**config.mk**
```make
export PLATFORM = sky130hd
export DESIGN_NAME = barker_sync_controller
export DESIGN_NICKNAME = d
export VERILOG_FILES = /design/src/rtl/barker_sync_pkg.sv /design/src/rtl/sync_window_counter.sv /design/src/rtl/barker_sync_controller.sv
export SDC_FILE = /design/constraint.sdc
export NUM_CORES = 1
export LEC_CHECK = 0
export ABC_CLOCK_PERIOD_IN_PS = 4700
export CAP_MARGIN = 20
export CORE_MARGIN = 5
export CORE_UTILIZATION = 50
export CTS_BUF_LIST = sky130_fd_sc_hd__clkbuf_4 sky130_fd_sc_hd__clkbuf_8
export DETAILED_ROUTE_END_ITERATION = 8
export PLACE_DENSITY = 0.72
export SKIP_LAST_GASP = 1
export SLEW_MARGIN = 20
export SYNTH_ARGS = -nofsm -noshare
export SYNTH_HDL_FRONTEND = slang
export SYNTH_HIERARCHICAL = 1
export SYNTH_SLANG_ARGS = --single-unit
```
**constraint.sdc**
```tcl
create_clock -name i_clk -period 4.7 [get_ports i_clk]
set_clock_uncertainty 0.15 [all_clocks]
set_input_delay 0.47 -clock i_clk [delete_from_list [all_inputs] [get_ports i_clk]]
set_output_delay 0.47 -clock i_clk [all_outputs]
set_load 0.05 [all_outputs]
```
**src/rtl/barker_sync_pkg.sv**
```systemverilog
// Shared types for the Barker frame-sync controller: FSM states, window flags
// and the beat-counter width helper.
package barker_sync_pkg;

    typedef enum logic [1:0] {
        SEARCH = 2'd0,
        VERIFY = 2'd1,
        LOCKED = 2'd2
    } sync_state_t;

    // Flags describe the beat currently presented, i.e. d = cnt + 1.
    typedef struct packed {
        logic in_window;
        logic early;
        logic timeout;
    } win_flags_t;

    function automatic int cnt_width(input int frame_len, input int tol);
        return $clog2(frame_len + tol + 1);
    endfunction

endpackage

```
**src/rtl/sync_window_counter.sv**
```systemverilog
// Beat counter measuring distance from the last anchor peak; reports whether
// the current beat falls early, inside the acceptance window, or at timeout.
module sync_window_counter
    import barker_sync_pkg::*;
#(
    parameter int FRAME_LEN = 64,
    parameter int TOL       = 1,
    parameter int CW        = cnt_width(FRAME_LEN, TOL)
) (
    input  logic       clk,
    input  logic       rst_n,
    input  logic       en,
    input  logic       clr,
    input  logic       load_tol,
    output win_flags_t flags
);

    localparam logic [CW-1:0] WIN_LO = CW'(FRAME_LEN - TOL);
    localparam logic [CW-1:0] WIN_HI = CW'(FRAME_LEN + TOL);
    localparam logic [CW-1:0] TOL_V  = CW'(TOL);

    logic [CW-1:0] cnt;
    logic [CW-1:0] d;

    assign d = cnt + CW'(1);

    // The FSM always clears or reloads at d == WIN_HI, so cnt stays below it.
    always_ff @(posedge clk or negedge rst_n) begin
        if (!rst_n) begin
            cnt <= '0;
        end else if (clr) begin
            cnt <= '0;
        end else if (load_tol) begin
            cnt <= TOL_V;
        end else if (en) begin
            cnt <= d;
        end
    end

    assign flags.in_window = (d >= WIN_LO) && (d <= WIN_HI);
    assign flags.early     = (d < WIN_LO);
    assign flags.timeout   = (d == WIN_HI);

endmodule

```
**src/rtl/barker_sync_controller.sv**
```systemverilog
// Frame-sync FSM: acquires lock on correctly spaced correlator peaks,
// flywheels through missed peaks and reports loss of lock.
module barker_sync_controller
    import barker_sync_pkg::*;
#(
    parameter int FRAME_LEN   = 64,
    parameter int TOL         = 1,
    parameter int CONFIRM_CNT = 3,
    parameter int MISS_MAX    = 2
) (
    input  logic i_clk,
    input  logic i_rst_n,
    input  logic i_clear,
    input  logic s_tvalid,
    input  logic s_tuser,
    output logic s_tready,
    output logic o_frame_start,
    output logic o_coast,
    output logic o_locked,
    output logic o_lost
);

    localparam int CW = cnt_width(FRAME_LEN, TOL);
    localparam int HW = $clog2(CONFIRM_CNT + 1);
    localparam int MW = $clog2(MISS_MAX + 1);
    localparam logic [HW-1:0] HITS_LAST = HW'(CONFIRM_CNT - 1);
    localparam logic [MW-1:0] MISS_LAST = MW'(MISS_MAX - 1);

    sync_state_t   state;
    logic [HW-1:0] hits;
    logic [MW-1:0] misses;
    win_flags_t    flags;
    logic          beat;
    logic          cnt_clr;
    logic          cnt_load;

    assign beat = s_tvalid && s_tready;

    sync_window_counter #(
        .FRAME_LEN (FRAME_LEN),
        .TOL       (TOL),
        .CW        (CW)
    ) u_win (
        .clk      (i_clk),
        .rst_n    (i_rst_n),
        .en       (beat),
        .clr      (cnt_clr),
        .load_tol (cnt_load),
        .flags    (flags)
    );

    always_comb begin
        cnt_clr  = 1'b0;
        cnt_load = 1'b0;
        if (i_clear) begin
            cnt_clr = 1'b1;
        end else if (beat) begin
            case (state)
                SEARCH: cnt_clr = 1'b1;
                VERIFY: cnt_clr = s_tuser || flags.timeout;
                LOCKED: begin
                    if (s_tuser && flags.in_window) begin
                        cnt_clr = 1'b1;
                    end else if (flags.timeout) begin
                        // Flywheel re-anchors at the nominal peak position.
                        cnt_clr  = (misses == MISS_LAST);
                        cnt_load = (misses != MISS_LAST);
                    end
                end
                default: cnt_clr = 1'b1;
            endcase
        end
    end

    always_ff @(posedge i_clk or negedge i_rst_n) begin
        if (!i_rst_n) begin
            state         <= SEARCH;
            hits          <= '0;
            misses        <= '0;
            s_tready      <= 1'b0;
            o_frame_start <= 1'b0;
            o_coast       <= 1'b0;
            o_locked      <= 1'b0;
            o_lost        <= 1'b0;
        end else begin
            s_tready      <= 1'b1;
            o_frame_start <= 1'b0;
            o_coast       <= 1'b0;
            o_lost        <= 1'b0;
            if (i_clear) begin
                o_lost   <= (state == LOCKED);
                state    <= SEARCH;
                hits     <= '0;
                misses   <= '0;
                o_locked <= 1'b0;
            end else if (beat) begin
                case (state)
                    SEARCH: begin
                        if (s_tuser) begin
                            state <= VERIFY;
                            hits  <= HW'(1);
                        end
                    end
                    VERIFY: begin
                        if (s_tuser && flags.in_window) begin
                            if (hits == HITS_LAST) begin
                                state         <= LOCKED;
                                hits          <= '0;
                                misses        <= '0;
                                o_frame_start <= 1'b1;
                                o_locked      <= 1'b1;
                            end else begin
                                hits <= hits + HW'(1);
                            end
                        end else if (s_tuser && flags.early) begin
                            hits <= HW'(1);
                        end else if (flags.timeout) begin
                            state <= SEARCH;
                            hits  <= '0;
                        end
                    end
                    LOCKED: begin
                        // Early peaks while locked are treated as noise.
                        if (s_tuser && flags.in_window) begin
                            misses        <= '0;
                            o_frame_start <= 1'b1;
                        end else if (flags.timeout) begin
                            if (misses == MISS_LAST) begin
                                state    <= SEARCH;
                                misses   <= '0;
                                o_lost   <= 1'b1;
                                o_locked <= 1'b0;
                            end else begin
                                misses        <= misses + MW'(1);
                                o_frame_start <= 1'b1;
                                o_coast       <= 1'b1;
                            end
                        end
                    end
                    default: state <= SEARCH;
                endcase
            end
        end
    end

endmodule

```
==> out/results.tsv, run 1 <==
metric	value	unit
I/O pin count	10	
kind of critical path	reg2reg	
row count	18	
top cells by count, synth	dfrtp_1, nand2_1, nor2_1	
design area	1370	µm²
antenna violations before repair	0	
Worst-path clk slew	0.10	ns
startpoint types	register	
clock share of power	0.326	
vias	1050	
RSZ-0062 raised after global routing	no	
async set-reset flop share out of synthesis	1.00	
WL final	2560	µm
largest net degree at the start of global routing	19	
Hold WC Path Type	reg2reg	
placed standard-cell area	1340	µm²
sequential power share	0.548	
synth warn	6	
top cell type's share of synthesized area	0.366	
routability cong.	0.894	
Synth Register Bits	18	
Synth area leaders	dfrtp_1, ha_1, nand2_1	
Worst path slowest cell	o32ai_1	
Post-synth EDFFs	0	
post-route setup TNS	0	ns
DRT Pass-1 Iters	4	
Max Cap Viol	0	
gr usage total	0.164	
die height	59.6	µm
clock sinks	18	
Initial Util	0.510	
CP max FO	7	
largest area contributor in the netlist	dfrtp_1	
max-slew violation count	0	
Arrival @ worst endpoint	3.44	ns
syn nets	153	
global-route wire length before repair	4510	µm
CP cell instances	ha_1, or2b_1, o21ai_0, a41oi_1, o32ai_1, and2_4, o21ai_0, and3_1, o21ai_0, or2_2, a21oi_1	
H-tree lvl count	1	
# hold bufs at CTS	0	
Crit. End Element	register	
WHS Path Cells	1	
DRC viols	0	
CP peak stage delay	0.73	ns
synth-to-layout area growth	11.6	%
worst IR drop on VDD	0.187	mV
DR WL/cell	14.1	µm
Fmax	293	MHz
RR Startpoint	u_win/cnt[0]	
Iteration-0 DRC Markers	47	
Num CTS Buffers	3	
DRT antenna net count	0	
worst path buffer plus inverter count	0	
switching share of power	0.252	
power per cell area	212	nW/µm²
antenna cells	0	
Port Buffers	9	
Worst Tran Pin Value	0.786	ns
most numerous cell in the Yosys netlist	dfrtp_1	
hold violation total from the final report	0	
Worst Reg-to-Reg Cells	11	
combinational share of power	0.126	
R2R setup slack	1.28	ns
Switch Pwr	73.5	µW
root buf cell	clkbuf_4	
Hold Crit Endpoint	misses[1]	
Pint	218	µW
Final Setup Violations	0	
vias in the first global route	1069	
Cells after Synth	142	
detailed placement HPWL	1900	µm
clk buf depth	2	
die footprint	3550	µm²
top_reg_cell synth	dfrtp_1	
CTS tree	done	
Post-CTS Setup Bufs	0	
capturing point of the worst reg2reg path	u_win/cnt[3]	
HP Start	misses[1]	
fin crit period	3.42	ns
worst skew pair latency	0.30	ns
vias per inst	5.80	
Die Wd	59.6	µm
core region area	2410	µm²
proportion of layout cells with a drive suffix above 1	0.0795	
sequential fraction of the synthesis area	0.366	
post-CTS resize count	0	
FILL cells	201	
Overflow after GRT	0	
Netlist cell types	50	
Mapped Area	1230	µm²
final net count	163	
Power Total	291	µW
leakage	0.000532	µW
Mapped Avg Cell Area	8.66	µm²
crit share post-route	0.727	
Slew headroom	0.474	
WP data required	4.73	ns
Most Frequent Cell on Critical Path	o21ai_0	
delay-heaviest family, CP	compound AO/OA/AOI/OAI gates	
status	finished, final reports clean	
-- layout make-up --
class	count	area, µm²	share of cell area
Clock buffer	4	36.3	0.0264
Inverter	9	33.8	0.0246
Multi-Input combinational cell	110	717	0.522
Sequential cell	18	450	0.328
Tap cell	30	37.5	0.0273
Timing Repair Buffer	10	97.6	0.0711
-- worst reg2reg max path: stages (launching register included) --
cell and delay (ns):
dfrtp_1 0.46, ha_1 0.31, or2b_1 0.25, o21ai_0 0.15, a41oi_1 0.17, o32ai_1 0.73, and2_4 0.30, o21ai_0 0.08
and3_1 0.19, o21ai_0 0.23, or2_2 0.22, a21oi_1 0.06
-- routing by layer --
layer  global-route usage  up-vias  share of wire
li1                     -      525              -
met1                0.202      504           0.45
met2                0.276       17           0.51
met3               0.0305        4          0.021
met4               0.0728        0          0.011
met5                    0        -              0
-- state kept, by name (all words and copies together) (netlist names) --
| signal | flops |
|---|---|
| u_win/cnt | 7 |
| hits | 2 |
| misses | 2 |
| state | 2 |
| o_coast | 1 |
| o_frame_start | 1 |
| o_locked | 1 |
| o_lost | 1 |
| s_tready | 1 |
-- per-stage QoR --
step	hold WS, ns	util	instances	worst slack (ns)
after floorplan	0.0244	-	142	1.65
after global placement	0.386	0.555	177	1.51
after detailed placement	0.385	0.555	177	1.34
after CTS	0.400	0.570	181	1.31
after global routing	0.436	0.570	181	1.03
final	0.401	0.570	181	1.28
-- power groups by stage --
| stage | registers, µW | clock network, µW | logic (µW) |
|---|---|---|---|
| after detailed placement | 163 | 0 | 36.5 |
| after floorplan | 164 | 0 | 23.8 |
| final | 160 | 94.9 | 36.8 |
| after global placement | 163 | 0 | 36.0 |
| after global routing | 160 | 107 | 41.3 |
| after CTS | 160 | 99.7 | 36.7 |
-- worst max path at each step --
stage,end,slack (ns),cells past startpoint,from
2_1_floorplan,u_win/cnt[1],1.65,12,u_win/cnt[0]
3_3_place_gp,u_win/cnt[6],1.51,11,u_win/cnt[0]
3_5_place_dp,u_win/cnt[3],1.34,11,u_win/cnt[0]
4_1_cts,u_win/cnt[3],1.31,11,u_win/cnt[0]
5_1_grt,u_win/cnt[6],1.03,11,u_win/cnt[0]
6_report,u_win/cnt[3],1.28,11,u_win/cnt[0]
-- cell usage in the layout, fill, tap and decap left out, types with 2 or more instances in the layout --
cell,Yosys,final
a21boi_0,2,2
a21oi_1,8,8
clkbuf_4,0,3
clkdlybuf4s50_1,0,9
dfrtp_1,18,18
ha_1,6,6
inv_1,9,9
mux2i_1,2,2
nand2_1,14,14
nand2b_1,3,3
nand3_1,6,6
nand4_1,2,2
nor2_1,14,14
nor2b_1,2,2
nor3_1,3,3
nor4_1,2,2
o211ai_1,2,2
o21ai_0,8,8
o32ai_1,2,2
or3_1,2,2
xnor2_1,2,2
xor2_1,3,3
-- kinds of logic after synthesis --
logic type / Yosys count / share of synthesized area
xor+xnor: 5 / 0.0356
other cells: 1 / 0.00305
flops: 18 / 0.366
mux: 3 / 0.0254
fa+ha+maj: 6 / 0.0610
compound gates: 34 / 0.194
buf+inv: 14 / 0.0509
simple gates: 61 / 0.263
(Power assumes the default switching activity.)
==> inputs of run 2 (changes only) <==
--- a/config.mk
+++ b/config.mk
@@ -5,7 +5,7 @@
 export SDC_FILE = /design/constraint.sdc
 export NUM_CORES = 1
 export LEC_CHECK = 0
-export ABC_CLOCK_PERIOD_IN_PS = 4700
+export ABC_CLOCK_PERIOD_IN_PS = 3200
 export CAP_MARGIN = 20
 export CORE_MARGIN = 5
 export CORE_UTILIZATION = 50
==> constraint.sdc (replaced) <==
create_clock -name i_clk -period 3.2 [get_ports i_clk]
set_clock_uncertainty 0.15 [all_clocks]
set_input_delay 0.32 -clock i_clk [delete_from_list [all_inputs] [get_ports i_clk]]
set_output_delay 0.32 -clock i_clk [all_outputs]
set_load 0.05 [all_outputs]
==> out/results.tsv, run 2 (same netlist as run 1, synthesis figures left out) <==
metric	value	unit	change
# hold bufs at CTS	0		unchanged
I/O pin count	10		unchanged
kind of critical path	reg2reg		
die footprint	3550	µm²	unchanged
DRT antenna net count	0		unchanged
Port Buffers	9		unchanged
delay-heaviest family, CP	compound AO/OA/AOI/OAI gates		
most frequent cells in the layout	dfrtp_1, nand2_1, nor2_1, inv_1, clkdlybuf4s50_1		
Arrival @ worst endpoint	3.04	ns	-0.40 ns
RR Startpoint	u_win/cnt[0]		
Most flops, register	u_win/cnt		
Hold WC Path Type	in2async		
power per cell area	314	nW/µm²	+48%
crit share post-route	0.934		+0.207
startpoint types	register		
global-route wire length before repair	4930	µm	+9.5%
vias	1084		+3.2%
synth-to-layout area growth	12.2	%	
final net count	164		+0.61%
RSZ-0062 raised after global routing	no		
Max Cap Viol	0		unchanged
Initial Util	0.510		unchanged
Iteration-0 DRC Markers	86		+83%
Fmax	335	MHz	+14%
vias in the first global route	1109		+3.7%
setup slack after layout	0.211	ns	-1.07 ns
worst slack at placement	0.260	ns	-1.08 ns
WL final	2730	µm	+6.8%
final hold slack	0.314	ns	-0.0870 ns
die height	59.6	µm	unchanged
DRC viols	0		unchanged
Num CTS Buffers	3		unchanged
status	finished, final reports clean		
CP max FO	7		unchanged
largest net degree at the start of global routing	19		unchanged
core region area	2410	µm²	unchanged
H-tree lvl count	1		unchanged
detailed placement HPWL	2060	µm	+8.1%
Overflow after GRT	0		unchanged
Die Wd	59.6	µm	unchanged
most common cell after layout, fill and taps aside	dfrtp_1		
worst skew pair latency	0.31	ns	about the same
Worst-path clk slew	0.11	ns	about the same
Power Total	433	µW	+49%
Worst Reg-to-Reg Cells	10		-1
CP peak stage delay	0.50	ns	-0.23 ns
post-CTS resize count	0		unchanged
Largest register FFs	7		unchanged
post-route setup TNS	0	ns	unchanged
antenna violations before repair	0		unchanged
CP cell instances	ha_1, nand4_1, nor2_1, xor2_1, o32ai_1, buf_4, and2_4, a2111oi_2, nor4_1, a221o_1		
clock sinks	18		unchanged
worst IR drop on VDD	0.234	mV	+25%
Slew headroom	0.463		-0.0114
DRT Pass-1 Iters	4		unchanged
max-slew violation count	0		unchanged
Crit. End Element	register		
R2R setup slack	0.21	ns	-1.07 ns
hold violation total from the final report	0		unchanged
Final Setup Violations	0		unchanged
Worst Tran Pin Value	0.803	ns	+0.0170 ns
row count	18		unchanged
routability cong.	0.898		+0.49%
root buf cell	clkbuf_4		
antenna cells	0		unchanged
Worst path slowest cell	a2111oi_2		
clk buf depth	2		unchanged
proportion of layout cells with a drive suffix above 1	0.0855		+0.00606
Post-CTS Setup Bufs	0		unchanged
worst path buffer plus inverter count	1		+1
capturing point of the worst reg2reg path	state[0]		
WP data required	3.25	ns	-1.48 ns
fin crit period	2.99	ns	-0.428 ns
gr usage total	0.182		+0.0179
vias per inst	5.96		+2.7%
CTS tree	done		
DR WL/cell	15.0	µm	+6.2%
leakage	0.000537	µW	+1.0%
run 2: area by class of cell:
cell class / instances / area [µm²]
multi-input cells: 110 / 717
fillers: 201 / 1030
inverters: 9 / 33.8
well taps: 30 / 37.5
repair buffers: 11 / 105
clock buffers: 4 / 36.3
flip-flops and latches: 18 / 450
run 2: how the worst max path moves through the flow:
stage,cells after the start,start,to,slack [ns]
floorplan,12,u_win/cnt[0],u_win/cnt[1],0.15
global placement,10,u_win/cnt[1],state[0],0.31
detailed placement,10,u_win/cnt[0],state[0],0.26
CTS,10,u_win/cnt[0],state[0],0.23
global route,12,u_win/cnt[0],u_win/cnt[2],0.001
finish,10,u_win/cnt[0],state[0],0.21
run 2: where the power goes:
| part | total (µW) | leakage (µW) | internal, µW | switching [µW] |
|---|---|---|---|---|
| combinational | 54.7 | 0.000268 | 20.0 | 34.7 |
| clock | 144 | 0.0000210 | 69.6 | 74.0 |
| sequential | 235 | 0.000248 | 231 | 4.06 |
run 2: through the flow:
step | instance area, µm² | utilization | instances
2_1_floorplan | 1230 | - | 142
3_3_place_gp | 1340 | 0.558 | 178
3_5_place_dp | 1340 | 0.558 | 178
4_1_cts | 1380 | 0.573 | 182
5_1_grt | 1380 | 0.573 | 182
6_report | 1380 | 0.573 | 182
run 2: layer usage:
layer  track usage  vias up  wire length, µm
met5             0        -                0
met3        0.0305        5               74
met2         0.309       20             1380
met1         0.226      530             1220
met4        0.0759        0               53
li1              -      529                -
